==> src/rtl/debug_regbank_serializer.sv <==
// Debug register-bank dump serializer.
// Snapshots debug words 0..4 on request and streams a header byte followed by
// every register byte (MSB first) to the debug UART over a valid/ready handshake.
module debug_regbank_serializer #(
    parameter int          word_wide   = 32,
    parameter logic [7:0]  header_byte = 8'hA5
) (
    input  logic                 clock,
    input  logic                 reset,
    input  logic                 dumpReq,
    input  logic [word_wide-1:0] regData0,
    input  logic [word_wide-1:0] regData1,
    input  logic [word_wide-1:0] regData2,
    input  logic [word_wide-1:0] regData3,
    input  logic [word_wide-1:0] regData4,
    input  logic                 txReady,
    output logic                 txValid,
    output logic [7:0]           txData,
    output logic                 busy,
    output logic                 done
);

    localparam int NBYTES = word_wide / 8;
    localparam int BIDX_W = (NBYTES > 1) ? $clog2(NBYTES) : 1;
    // Byte-select table is padded to a power of two so any index value is in range.
    localparam int NSLOTS = 1 << BIDX_W;
    localparam logic [BIDX_W-1:0] LAST_BYTE = BIDX_W'(NBYTES - 1);
    localparam logic [2:0]        LAST_REG  = 3'd4;

    typedef enum logic [1:0] {
        S_IDLE   = 2'd0,
        S_HEADER = 2'd1,
        S_DATA   = 2'd2,
        S_DONE   = 2'd3
    } state_t;

    state_t               r_state;
    state_t               w_state_next;
    logic [word_wide-1:0] r_snap [5];
    logic [2:0]           r_reg_idx;
    logic [BIDX_W-1:0]    r_byte_idx;

    logic [word_wide-1:0] w_reg_in [5];
    logic [word_wide-1:0] w_cur_word;
    logic [7:0]           w_bytes [NSLOTS];
    logic                 w_accept;
    logic                 w_last;

    assign w_reg_in[0] = regData0;
    assign w_reg_in[1] = regData1;
    assign w_reg_in[2] = regData2;
    assign w_reg_in[3] = regData3;
    assign w_reg_in[4] = regData4;

    // txValid is decoded from registered state only, so acceptance never
    // depends combinationally on txReady.
    assign w_accept = txValid && txReady;
    assign w_last   = (r_reg_idx == LAST_REG) && (r_byte_idx == LAST_BYTE);

    // Select the snapshot word currently being streamed.
    always_comb begin
        w_cur_word = '0;
        case (r_reg_idx)
            3'd0:    w_cur_word = r_snap[0];
            3'd1:    w_cur_word = r_snap[1];
            3'd2:    w_cur_word = r_snap[2];
            3'd3:    w_cur_word = r_snap[3];
            3'd4:    w_cur_word = r_snap[4];
            default: w_cur_word = '0;
        endcase
    end

    // Byte 0 is the most significant byte of the word.
    generate
        for (genvar gi = 0; gi < NSLOTS; gi++) begin : g_byte_sel
            if (gi < NBYTES) begin : g_real
                assign w_bytes[gi] = w_cur_word[word_wide-1-8*gi -: 8];
            end else begin : g_pad
                assign w_bytes[gi] = 8'h00;
            end
        end
    endgenerate

    // State register.
    always_ff @(posedge clock or posedge reset) begin
        if (reset) begin
            r_state <= S_IDLE;
        end else begin
            r_state <= w_state_next;
        end
    end

    // Next-state decode.
    always_comb begin
        w_state_next = r_state;
        case (r_state)
            S_IDLE:   if (dumpReq)            w_state_next = S_HEADER;
            S_HEADER: if (w_accept)           w_state_next = S_DATA;
            S_DATA:   if (w_accept && w_last) w_state_next = S_DONE;
            S_DONE:                           w_state_next = S_IDLE;
            default:                          w_state_next = S_IDLE;
        endcase
    end

    // Output decode from registered state, counters and snapshot.
    always_comb begin
        txValid = 1'b0;
        txData  = 8'h00;
        busy    = 1'b0;
        done    = 1'b0;
        case (r_state)
            S_HEADER: begin
                txValid = 1'b1;
                txData  = header_byte;
                busy    = 1'b1;
            end
            S_DATA: begin
                txValid = 1'b1;
                txData  = w_bytes[r_byte_idx];
                busy    = 1'b1;
            end
            S_DONE: begin
                busy = 1'b1;
                done = 1'b1;
            end
            default: ;
        endcase
    end

    // Snapshot capture and register/byte counters.
    always_ff @(posedge clock or posedge reset) begin
        if (reset) begin
            for (int i = 0; i < 5; i++) begin
                r_snap[i] <= '0;
            end
            r_reg_idx  <= '0;
            r_byte_idx <= '0;
        end else begin
            case (r_state)
                S_IDLE: begin
                    if (dumpReq) begin
                        for (int i = 0; i < 5; i++) begin
                            r_snap[i] <= w_reg_in[i];
                        end
                        r_reg_idx  <= '0;
                        r_byte_idx <= '0;
                    end
                end
                S_HEADER: begin
                    if (w_accept) begin
                        r_reg_idx  <= '0;
                        r_byte_idx <= '0;
                    end
                end
                S_DATA: begin
                    if (w_accept) begin
                        if (w_last) begin
                            // Frame complete: park counters so regIdx never passes 4.
                            r_reg_idx  <= '0;
                            r_byte_idx <= '0;
                        end else if (r_byte_idx == LAST_BYTE) begin
                            r_byte_idx <= '0;
                            r_reg_idx  <= r_reg_idx + 3'd1;
                        end else begin
                            r_byte_idx <= r_byte_idx + BIDX_W'(1);
                        end
                    end
                end
                default: ;
            endcase
        end
    end

endmodule

==> config.mk <==
export PLATFORM = sky130hd
export DESIGN_NAME = debug_regbank_serializer
export DESIGN_NICKNAME = d
export VERILOG_FILES = /design/src/rtl/debug_regbank_serializer.sv
export SDC_FILE = /design/constraint.sdc
export NUM_CORES = 1
export LEC_CHECK = 0
export ABC_CLOCK_PERIOD_IN_PS = 10800
export BUFFER_PORTS_ARGS = -buffer_cell sky130_fd_sc_hd__buf_2
export CORE_MARGIN = 4
export CORE_UTILIZATION = 35
export DETAILED_ROUTE_END_ITERATION = 8
export SLEW_MARGIN = 40
export SYNTH_ARGS = -nofsm -noshare
export SYNTH_HDL_FRONTEND = slang
export SYNTH_SLANG_ARGS = --single-unit
==> constraint.sdc <==
create_clock -name clock -period 10.8 [get_ports clock]
set_input_delay 0.54 -clock clock [delete_from_list [all_inputs] [get_ports clock]]
set_output_delay 0.54 -clock clock [all_outputs]
set_load 0.005 [all_outputs]
# --- Yosys cells after proc, flatten, opt, wreduce, memory -nomap -nowiden ---
# Index checks and enable logic that the tools add are counted.
classes:
  reduce_logical: 12
  addsub: 2
  muxes: 24
  n_eq_ne: 13
  n_bitwise: 1
  magnitude_cmp: 1
op_table:
  columns: ["cell", "count"]
  rows:
  - ["$pmux W32 S5", 1]
  - ["$bmux W8 S2", 1]
  - ["$mux W2", 8]
  - ["$mux W8", 2]
  - ["$pmux W8 S2", 1]
  - ["$mux W3", 5]
  - ["$pmux W3 S3", 1]
  - ["$ne A2 B2 Y1 const B", 4]
  - ["$pmux W2 S4", 1]
  - ["$eq A2 B2 Y1 const B", 3]
  - ["$eq A3 B2 Y1 const B", 2]
  - ["$pmux W2 S3", 1]
  - ["$reduce_and A5 Y1", 1]
  - ["$reduce_and A4 Y1", 1]
  - ["$add A3 B1 Y3 const B", 1]
  - ["$eq A3 B1 Y1 const B", 1]
  - ["$eq A3 B3 Y1 const B", 1]
  - ["$ge A3 B3 Y1 const B", 1]
  - ["$logic_and A1 B1 Y1", 3]
  - ["$logic_not A3 Y1", 1]
  - ["$mux W1", 3]
  - ["$ne A3 B3 Y1 const B", 1]
  - ["$not A2 Y3", 1]
  - ["$reduce_and A3 Y1", 1]
  - ["other kinds (7)", 7]
word_totals:
  elab_cells: 61
  output_inout_bits: 11
  reg_bits: 167

# --- Depth between registers and ports, before layout ---
depth:
  depth_word: 7
  depth_mapped: 11
  mapped_depth_nobuf: 6

# --- Worst setup path after synthesis ---
# Ideal clock, no wire load.
synth_timing:
  kind: "register to output"
  from: "reg r_reg_idx[2]"
  to: "out txData[7]"
  stages_incl_launch_ff: 12
  arrival_ps: 2116
  required_time_ps: 10260
  path_buffers: 5
  setup_slack_ps: 8144
  cell_sequence: "dfrtp_1 > buf_6 > buf_8 > buf_2 > inv_1 > ha_1 > buf_2 > clkbuf_1 > a21bo_2 > a221o_1 > o22ai_1 > o221ai_1"
synth_via:
  elab_chain_len: 6
  elab_cells_between_ends: 10
  cone_classes: "4 x eq/ne; 5 x mux; 1 x reduce/logical"
synth_lines:
  columns: ["item", "line_no", "rtl"]
  rows:
  - ["from (decl)", "40", "logic [2:0] r_reg_idx;"]
  - ["from (signal assigned)", "163", "r_reg_idx <= r_reg_idx + 3'd1;"]
  - ["$eq A3 B3 Y1 (tied with other cells)", "63", "case (r_reg_idx)"]
  - ["$pmux W32 S5 *", "63", null]
  - ["$bmux W8 S2 *", "119", "txData = w_bytes[r_byte_idx];"]
  - ["$mux W8 (implied by the code) * (2 in a row)", "119", null]
  - ["$pmux W8 S2 *", "111", "case (r_state)"]
  - ["to (decl)", "18", "output logic [7:0] txData,"]
# Mark *: on every way between the ends. The rest lies on a longest branch, timed or not. The select of a mux whose other input is x is not followed.

# --- Final worst setup path ---
layout_timing:
  from: "reg r_reg_idx[2]"
  to: "out txData[3]"
# The elaborated chain is that of the path after synthesis.

==> metrics.md <==
| Metric | Value |
|---|---|
| Core ar. | `21,900 um2` |
| DP Cell Count | `996` |
| HPWL after detailed placement | `16,000 um` |
| Commonest non-fill, non-tap cell in the layout | `mux2_2` |
| RSZ-0062 raised after global routing | `false` |
| Library cells used by synthesis | `52` |
| Final ANT Viol Nets | `0` |
| Critical register-to-register path startpoint | `r_state[0]` |
| Most frequent cells in the layout | `mux2_2 (180), buf_2 (174), dfrtp_1 (165)` |
| Drt first pass iters | `6` |
| H-tree Lvls | `4` |
| CP max FO | `34` |
| Grt met2 use | `27.6%` |
| Status | `complete, no violations` |
| Slew @ Worst Pin | `786 ps` |
| Initial core utilization | `35.7%` |
| Drt total wl | `21,900 um` |
| Leakage Power | `4.30 nW` |
| Average wire per standard cell | `21.3 um` |
| Die Y | `157 um` |
| First-pass GRT wire length | `32,700 um` |
| Final Core Density | `43.5%` |
| Row count | `54` |
| Cell Area, Synth | `7810 um2` |
| Synth warnings | `0` |
| Clock Latency Late Sink | `440 ps` |
| Number of global-route vias before repair | `5,576` |
| Fraction of registers with async set/reset | `100%` |
| Synth Register Bits | `167` |
| Grt ovf | `0` |
| # setup viols final | `0` |
| CTS tree | `done` |
| Initial antenna violation count | `0` |
| GRT Total Usage | `17.8%` |
| Pin count of the biggest net entering global routing | `86` |
| R2r worst-path depth | `5` |
| Final cell count without fillers | `1,028` |
| Global Route met3 Usage | `5.14%` |
| Via density | `5.33` |
| Setup Skew | `6.51 ps` |
| Share of layout cells above drive strength 1 | `54.5%` |
| Total power per unit cell area | `283 nW/um2` |
| CP required | `10,260 ps` |
| CTS buffer count | `17` |
| Fmax | `262 MHz` |
| Register area share after synthesis | `53.5%` |
| Nets@finish | `910` |
| Worst R2R End | `r_snap[131]` |
| Relative slew slack | `47.6%` |
| IO Pins | `175` |
| Met1 Resource Use GR | `24.9%` |
| Clock slew at reported path FFs | `70 ps` |
| Most used DFF post-synth | `dfrtp_1` |
| Pwr Total | `0.00270 W` |
| DR iter-0 viols | `442` |
| Pins Over Slew Limit | `0` |
| Setup crit start kind | `register` |
| Root buf cell | `clkbuf_16` |
| Routability cong. | `0.885` |
| Antenna Cells | `0` |
| Chip width | `157 um` |
| Critical path endpoint category | `primary output` |
| EDFF count, synth | `0` |
| Post-Syn Nets | `756` |
| Die area | `24,800 um2` |
| Post-CTS Setup Inserts | `0` |
| Max cap viols | `0` |
| Syn avg cell area | `13.4 um2` |
| Final critical-path required period | `3810 ps` |
| Period utilization | `35.3%` |
| PostCTS Resize Cnt | `0` |
| Setup CP Type | `register to primary output` |
| GR peak layer | `met2` |
| Hold_buf cts | `0` |
| Via Count | `5,477` |
| Worst IR drop on VDD | `0.000136 V` |
| Setup TNS | `0 ps` |
| PortBufs | `174` |
| Worst R2R Setup Slack | `8240 ps` |
| Fin. Hold Viols | `0` |
| Mapped Cells | `581` |
| Worst EP arrival | `3270 ps` |
| Longest Clk Path Bufs | `2` |
| Clk sinks | `167` |
| Area Overhead vs Synth | `21.9%` |
| Hold/Removal Path Class | `input pin to asynchronous set/reset pin` |
| # DRC | `0` |
-- cells by family after synthesis --
| family | count (synthesis) | share of synthesized area (%) |
|---|---|---|
| multiplexers | 187 | 26.8 |
| flip-flops | 167 | 53.5 |
| AND/OR/NAND/NOR | 56 | 3.25 |
| AO/OA/AOI/OAI | 106 | 11.3 |
| adder cells (fa/ha/maj) | 11 | 1.76 |
| buffers and inverters | 54 | 3.38 |
-- layout make-up --
type / count / area (um2)
fill: 2060 / 12400
sequential: 167 / 4180
multi-input combinational: 360 / 3400
timing repair buffer: 177 / 903
clock buffer: 19 / 453
tap: 280 / 350
clock inverter: 13 / 183
inverter: 12 / 52.6
-- flip-flops by register name (all words and copies together), names as in the netlist --
name,count
r_state,2
r_reg_idx,3
r_snap,160
r_byte_idx,2
-- how the worst max path moves through the flow --
stage                            start       endpoint  slack, ps  depth (start not counted)
final                     r_reg_idx[2]      txData[3]       6990                          8
after floorplan                  reset  r_byte_idx[0]       5740                          1
after CTS                 r_reg_idx[2]      txData[5]       6980                          7
after global placement    r_reg_idx[1]      txData[3]       7480                          7
after detailed placement  r_reg_idx[2]      txData[5]       7460                          7
after global routing      r_reg_idx[2]      txData[5]       6830                          7
-- cell usage after synthesis, types with 2 or more instances --
cell	instances	share of area [%]
a21bo_2	8	1.0
a21boi_0	2	0.19
a21o_1	10	0.96
a21oi_1	10	0.64
a221o_1	8	1.0
a221oi_1	22	2.5
a222oi_1	4	0.51
a22o_1	4	0.45
a22oi_1	6	0.58
a31oi_1	2	0.16
and2_1	3	0.24
buf_1	6	0.29
buf_2	21	1.3
buf_4	2	0.19
buf_6	2	0.29
clkbuf_1	9	0.43
dfrtp_1	167	53
ha_1	11	1.8
inv_1	12	0.58
mux2_2	180	26
mux2i_1	7	0.90
nand2_1	29	1.4
nand3_1	5	0.32
nand3b_1	2	0.19
nor2_1	8	0.38
nor2b_1	2	0.16
nor3_1	2	0.13
o2111a_1	2	0.29
o211a_1	2	0.26
o211ai_1	3	0.29
o221ai_1	4	0.45
o22ai_1	5	0.40
o311ai_1	2	0.22
-- power by group --
part / total (W) / switching, W / internal [W] / leakage (nW)
sequential: 0.00117 / 0.000230 / 0.000944 / 1.98
combinational: 0.000867 / 0.000358 / 0.000509 / 2.01
clock: 0.000656 / 0.000271 / 0.000384 / 0.313
-- critical path: stages, from the launching register on --
cell and delay (ps):
dfrtp_2 560, buf_4 340, inv_1 130, ha_2 640, a21bo_2 240, a221oi_1 50, a221o_1 400, a21oi_1 280
buf_2 180
-- through the flow --
stage	hold slack, ps	worst slack (ps)	instance area, um2
floorplan	471	5740	7810
global placement	483	7480	8860
detailed placement	487	7460	8890
CTS	283	6980	9520
global route	230	6830	9530
finish	150	6990	9530
-- metal layers --
layer | wire (um) | vias up | share of wire, %
li1 | - | 2491 | -
met4 | 279 | 0 | 1.3
met5 | 0 | - | 0
met2 | 10100 | 217 | 46
met1 | 10000 | 2750 | 46
met3 | 1540 | 19 | 7.0
Note: power is estimated with default switching activity, not from simulation.
